File: config.mk
export PLATFORM = sky130hd
export DESIGN_NAME = mult_feeder
export DESIGN_NICKNAME = d
export VERILOG_FILES = /design/src/rtl/mult_feeder.sv
export SDC_FILE = /design/constraint.sdc
export NUM_CORES = 1
export LEC_CHECK = 0
export ABC_CLOCK_PERIOD_IN_PS = 2400
export CORE_MARGIN = 2
export CORE_UTILIZATION = 48
export DETAILED_ROUTE_END_ITERATION = 16
export PLACE_DENSITY = 0.76
export RECOVER_POWER = 25
export REMOVE_ABC_BUFFERS = 1
export SYNTH_ARGS = -nofsm -noshare
export SYNTH_HDL_FRONTEND = slang
export SYNTH_SLANG_ARGS = --single-unit
File: constraint.sdc
create_clock -name clk -period 2.4 [get_ports clk]
set_input_delay 0.72 -clock clk [delete_from_list [all_inputs] [get_ports clk]]
set_output_delay 0.72 -clock clk [all_outputs]
set_load 0.005 [all_outputs]
File: src/rtl/mult_feeder.sv
// Command feeder for the 16x16 signed multiplier: operand FIFO, operand parity
// generation, req/ack sequencing with timeout, and an in-order response port.
module mult_feeder #(
  parameter int DEPTH   = 4,
  parameter int TIMEOUT = 255
) (
  input  logic                     clk,
  input  logic                     rst_n,
  input  logic                     in_valid,
  output logic                     in_ready,
  input  logic [15:0]              in_a,
  input  logic [15:0]              in_b,
  input  logic [1:0]               in_inject,
  output logic                     req,
  output logic [15:0]              arg_a,
  output logic                     arg_a_parity,
  output logic [15:0]              arg_b,
  output logic                     arg_b_parity,
  input  logic                     ack,
  input  logic [31:0]              result,
  input  logic                     result_parity,
  input  logic                     result_rdy,
  input  logic                     arg_parity_error,
  output logic                     out_valid,
  input  logic                     out_ready,
  output logic [31:0]              out_result,
  output logic                     out_par_err,
  output logic                     out_res_par_bad,
  output logic                     out_timeout,
  output logic [$clog2(DEPTH):0]   fifo_level
);

  localparam int AW = $clog2(DEPTH);
  localparam int LW = AW + 1;
  localparam int CW = $clog2(TIMEOUT + 1);

  typedef enum logic [1:0] {
    S_IDLE     = 2'd0,
    S_REQ      = 2'd1,
    S_WAIT_RDY = 2'd2,
    S_OUT      = 2'd3
  } state_t;

  state_t          state_q, state_d;
  logic [33:0]     mem_q [DEPTH];
  logic [AW-1:0]   wr_ptr_q, rd_ptr_q;
  logic [LW-1:0]   level_q;
  logic [CW-1:0]   cnt_q, cnt_d;
  logic [33:0]     head;
  logic            push, pop, empty, timed_out;
  logic            capture, abort;

  logic [15:0]     arg_a_q, arg_b_q;
  logic            arg_a_par_q, arg_b_par_q;
  logic [31:0]     out_result_q;
  logic            out_par_err_q, out_res_par_bad_q, out_timeout_q;

  // Response port: a response transfers on a rising edge where out_valid and
  // out_ready are both high; out_valid and every out_* field stay constant
  // from the cycle out_valid rises until that transfer.
  assign empty     = (level_q == '0);
  assign in_ready  = (level_q != LW'(DEPTH));
  assign push      = in_valid && in_ready;
  assign head      = mem_q[rd_ptr_q];
  assign timed_out = (cnt_q >= CW'(TIMEOUT - 1));

  always_ff @(posedge clk) begin
    if (push) mem_q[wr_ptr_q] <= {in_inject, in_b, in_a};
  end

  always_ff @(posedge clk or negedge rst_n) begin
    if (!rst_n) begin
      wr_ptr_q <= '0;
      rd_ptr_q <= '0;
      level_q  <= '0;
    end else begin
      if (push) wr_ptr_q <= wr_ptr_q + AW'(1);
      if (pop)  rd_ptr_q <= rd_ptr_q + AW'(1);
      if (push && !pop)      level_q <= level_q + LW'(1);
      else if (pop && !push) level_q <= level_q - LW'(1);
    end
  end

  always_comb begin
    state_d = state_q;
    cnt_d   = cnt_q;
    pop     = 1'b0;
    capture = 1'b0;
    abort   = 1'b0;
    case (state_q)
      S_IDLE: begin
        if (!empty) begin
          pop     = 1'b1;
          state_d = S_REQ;
        end
      end
      S_REQ: begin
        cnt_d = timed_out ? cnt_q : cnt_q + CW'(1);
        if (ack && result_rdy) begin
          capture = 1'b1;
          state_d = S_OUT;
        end else if (ack) begin
          state_d = S_WAIT_RDY;
        end else if (timed_out) begin
          abort   = 1'b1;
          state_d = S_OUT;
        end
      end
      S_WAIT_RDY: begin
        cnt_d = timed_out ? cnt_q : cnt_q + CW'(1);
        if (result_rdy) begin
          capture = 1'b1;
          state_d = S_OUT;
        end else if (timed_out) begin
          abort   = 1'b1;
          state_d = S_OUT;
        end
      end
      S_OUT: begin
        // Chain straight into the next command to avoid an IDLE bubble.
        if (out_ready) begin
          if (!empty) begin
            pop     = 1'b1;
            state_d = S_REQ;
          end else begin
            state_d = S_IDLE;
          end
        end
      end
      default: state_d = S_IDLE;
    endcase
    if (pop) cnt_d = '0;
  end

  always_ff @(posedge clk or negedge rst_n) begin
    if (!rst_n) begin
      state_q           <= S_IDLE;
      cnt_q             <= '0;
      arg_a_q           <= '0;
      arg_b_q           <= '0;
      arg_a_par_q       <= 1'b0;
      arg_b_par_q       <= 1'b0;
      out_result_q      <= '0;
      out_par_err_q     <= 1'b0;
      out_res_par_bad_q <= 1'b0;
      out_timeout_q     <= 1'b0;
    end else begin
      state_q <= state_d;
      cnt_q   <= cnt_d;
      if (pop) begin
        arg_a_q     <= head[15:0];
        arg_b_q     <= head[31:16];
        arg_a_par_q <= (^head[15:0])  ^ head[32];
        arg_b_par_q <= (^head[31:16]) ^ head[33];
      end
      if (capture) begin
        out_result_q      <= result;
        out_par_err_q     <= arg_parity_error;
        out_res_par_bad_q <= (result_parity != ^result);
        out_timeout_q     <= 1'b0;
      end else if (abort) begin
        out_result_q      <= '0;
        out_par_err_q     <= 1'b0;
        out_res_par_bad_q <= 1'b0;
        out_timeout_q     <= 1'b1;
      end
    end
  end

  assign req             = (state_q == S_REQ);
  assign out_valid       = (state_q == S_OUT);
  assign arg_a           = arg_a_q;
  assign arg_b           = arg_b_q;
  assign arg_a_parity    = arg_a_par_q;
  assign arg_b_parity    = arg_b_par_q;
  assign out_result      = out_result_q;
  assign out_par_err     = out_par_err_q;
  assign out_res_par_bad = out_res_par_bad_q;
  assign out_timeout     = out_timeout_q;
  assign fifo_level      = level_q;

endmodule

==> Implementation_results.wiki <==
{| class="wikitable"
! Metric !! Value
|-
| Result of the run || finished, violations left
|-
| Violated checks || setup timing
|-
| Row cnt || 50
|-
| Final GP Congestion || 0.800
|-
| Global-route total usage across every layer || 0.192
|-
| CTS H-tree depth || 1
|-
| Final WL || 19200 um
|-
| Top fanout value on the critical path || 6
|-
| Clock slew at the register clock pins of the worst setup and hold paths || 0.06 ns
|-
| Most used cells in the layout excluding fill and tap cells || 174 x sky130_fd_sc_hd__nand2_1, 136 x sky130_fd_sc_hd__edfxtp_1, 129 x sky130_fd_sc_hd__clkdlybuf4s50_1
|-
| Category of the critical setup timing path || reg -> reg
|-
| Gate power share || 0.451
|-
| Final critical-path required period || 2.52 ns
|-
| Fillcell total || 1344
|-
| Maximum number of pins on one net before global-route repair || 47
|-
| Number of instances in the placed design || 1047
|-
| Fraction of final layout cells sized beyond drive strength 1 || 0.149
|-
| Number of search-and-repair iterations in the first detailed-routing pass || 4
|-
| Part of the power in registers || 0.341
|-
| Max Cap Viol || 0
|-
| Final routed DRC violation total || 0
|-
| Max frequency || 0.397 GHz
|-
| Root buffer cell || sky130_fd_sc_hd__clkbuf_16
|-
| Post-synth cell types || 39
|-
| # clock sinks || 222
|-
| Detail Route Antenna Nets || 0
|-
| Number of antenna violations at the first check in global routing || 3
|-
| Compound-gate portion of the synthesized area || 0.0313
|-
| Mux share of post-synthesis cell area || 0.0909
|-
| Net count of the finished layout || 908
|-
| Layout Cells excl Fill || between 1000 and 1500
|-
| Syn-to-layout area delta || 31.1%
|-
| PortBufs || 148
|-
| Worst-Skew Late Latency || 0.50 ns
|-
| Hold-fix buffer count after cts || 0
|-
| Setup-violating endpoint count in the final report || 2
|-
| Worst setup SP type || register
|-
| Unrepaired setup endpoints after global routing || yes
|-
| Crit end category || register
|-
| Synthesized instance count || 636
|-
| Dominant combinational cell family by area after synthesis || multiplexers
|-
| Post-synthesis simple-gate area fraction || 0.0885
|-
| Xor-xnor portion of the synthesized cell area || 0.0743
|-
| Reported leakage power || ~4.7 nW
|-
| Horizontal die dimension || around 140 um
|-
| CP Launch Point || rd_ptr_q[0]$_DFFE_PN0N_
|-
| Tightest slew margin relative to the limit || 0.247
|-
| Wire length of the first global-routing pass || 30700 um
|-
| Mean area per synthesized cell || 14.5 sq um
|-
| Adder and majority gate portion of the synthesized area || 0.0184
|-
| Maximum buffer depth of the clock tree || 3
|-
| Design Power || 16.9 mW
|-
| Largest voltage drop on the vdd net || 0.667 mV
|-
| Int Power || 11.5 mW
|-
| Total CTS buffers || 23
|-
| Average routed wire per standard cell || 17.5 um
|-
| PnR worst setup slack || -0.119 ns
|-
| Pwr per Cell Area || 1400 nW/um^2
|-
| Relative contribution of the clock network to total power || 0.208
|-
| Total number of vias || 5592
|-
| Initial cell density of the core || 0.491
|-
| Starting DRC count in detailed routing || 251
|-
| Final clock skew || roughly 0.0085 ns
|-
| Sw Ratio || 0.318
|-
| Flip-flop and latch count after synthesis || 222
|-
| Reg-to-reg startpoint || rd_ptr_q[0]$_DFFE_PN0N_
|-
| Number of global-route vias before repair || 5925
|-
| Area of the mapped netlist || 9250 sq um
|-
| Boundary pin count || 149
|-
| Post-detailed-route via-to-cell ratio || 5.09
|-
| Type of the worst min-delay path || in -> async
|-
| Sequential share of the synthesized area || 0.674
|-
| Fin. max-slew vios || 0
|-
| TritonCTS clock tree || built
|-
| Crit path arrival time || 2.90 ns
|-
| DIE HEIGHT || between 100 and 150 um
|-
| Hold Fails Final Rpt || 0
|-
| Share of the cycle needed by the critical path after routing || 1.05
|-
| Worst path required time || 2.78 ns
|-
| Area enclosed by the die boundary || 20400 sq um
|-
| Detailed placement HPWL || roughly 13000 um
|-
| Grt total ovfl || 0
|-
| Area inside the core boundary || 18800 sq um
|-
| Warnings from Yosys || 0
|-
| Leading cell type in the layout, fill and taps excluded || sky130_fd_sc_hd__nand2_1
|-
| Switch Pwr || roughly 5.4 mW
|-
| Pre-CTS setup slack || -0.179 ns
|-
| Slew at the pin with the worst max-slew slack || 1.13 ns
|}
## cell families (layout without fill, tap and decap cells)
group | Yosys count | after routing
AOI/OAI and AO/OA | 54 | 54
xor gates and xnor gates | 71 | 71
adders and majority gates | 13 | 13
buffers and inverters | 34 | 235
DFF | 222 | 222
muxes | 36 | 36
other | 0 | 1
and+or+nand+nor | 206 | 206
## through the flow
step | hold slack, ns | utilization | setup TNS, ns | cell area, sq um
finish | 0.434 | 0.644 | -0.138 | 12100
detailed placement | 0.463 | 0.596 | -0.662 | 11200
global placement | 0.460 | 0.596 | -0.342 | 11200
global route | 0.502 | 0.644 | -0.324 | 12100
floorplan | 0.424 | - | -89.79 | 9070
CTS | 0.236 | 0.638 | -0.0349 | 12000
## sequential cells by signal, summed over array words and instances, names as in the netlist
register / flops
arg_b_parity: 1
state_q: 2
wr_ptr_q: 2
out_timeout: 1
cnt_q: 8
arg_b: 16
rd_ptr_q: 2
mem_q: 136
arg_a_parity: 1
fifo_level: 3
out_result: 32
out_res_par_bad: 1
out_par_err: 1
arg_a: 16
## critical path, stage by stage, from the launching register on
cell                      delay, ns
sky130_fd_sc_hd__dfrtp_2       0.38
sky130_fd_sc_hd__buf_12        0.13
sky130_fd_sc_hd__buf_12        0.12
sky130_fd_sc_hd__mux4_2        0.53
sky130_fd_sc_hd__xor2_2        0.25
sky130_fd_sc_hd__xnor2_2       0.14
sky130_fd_sc_hd__xnor3_1       0.43
sky130_fd_sc_hd__xnor2_1       0.14
sky130_fd_sc_hd__mux2_2        0.27
## path summary, 6_finish.rpt
check / to / slack [ns] / cells after the start
setup / recovery: arg_a_parity$_DFFE_PN0N_ / -0.12 / 8
min in group clk: arg_b[13]$_DFFE_PN0N_ / 0.48 / 2
hold reg to reg: arg_b[13]$_DFFE_PN0N_ / 0.48 / 2
setup reg to reg: arg_a_parity$_DFFE_PN0N_ / -0.12 / 8
max in group asynchronous: fifo_level[0]$_DFFE_PN0P_ / 0.61 / 2
hold / removal: out_result[15]$_DFFE_PN0P_ / 0.43 / 1
## synthesized netlist by cell type, drive strengths merged
master	n	area share
a2111oi	1	0.00095
a21boi	1	0.00081
a21oi	8	0.0043
a22oi	1	0.00081
a41oi	1	0.00095
and2	3	0.0020
and3	6	0.0041
buf	7	0.0092
clkbuf	19	0.0099
dfrtp	86	0.23
edfxtp	136	0.44
fa	1	0.0022
ha	12	0.016
inv	8	0.0032
mux2	2	0.0024
mux4	34	0.088
nand2	175	0.071
nand3	2	0.0011
nand4	3	0.0020
nor2	11	0.0045
nor2b	3	0.0020
nor3	2	0.0011
o21a	1	0.00081
o21ai	39	0.021
o21bai	1	0.00081
o22ai	1	0.00068
or3	1	0.00068
xnor2	57	0.056
xnor3	3	0.0074
xor2	11	0.010
## power by group through the flow
stage                     clock network [mW]  logic (mW)  registers [mW]
after global placement                     0        7.06            5.75
final                                   3.51        7.64            5.78
after global routing                    3.75        8.39            5.88
after detailed placement                   0        7.29            5.85
after floorplan                            0        4.19            5.98
after CTS                               3.61        7.48            5.79
## layout make-up
cell class,count,area (sq um),share of cell area
Sequential cell,222,6240,0.515
Multi-Input combinational cell,380,2890,0.238
Timing Repair Buffer,186,1890,0.156
Clock buffer,30,612,0.0505
Tap cell,260,325,0.0268
Clock inverter,11,136,0.0112
Inverter,8,30.0,0.00248
Antenna cell,1,2.50,0.000206
## per-layer routing
layer / up-vias / GRT usage / routed length [um]
met2: 188 / 0.338 / 9670
met3: 28 / 0.0412 / 1320
met1: 2757 / 0.246 / 7940
met5: - / 0 / 27
met4: 4 / 0.0396 / 268
li1: 2615 / - / -
## timing repair
action | CTS | global route
setup buffers | 2 | 7
setup endpoints to repair | 5 | 5
resized for setup | 14 | 11
pin swaps | 3 | 4
cloned | 0 | 0
(Power assumes the default switching activity.)
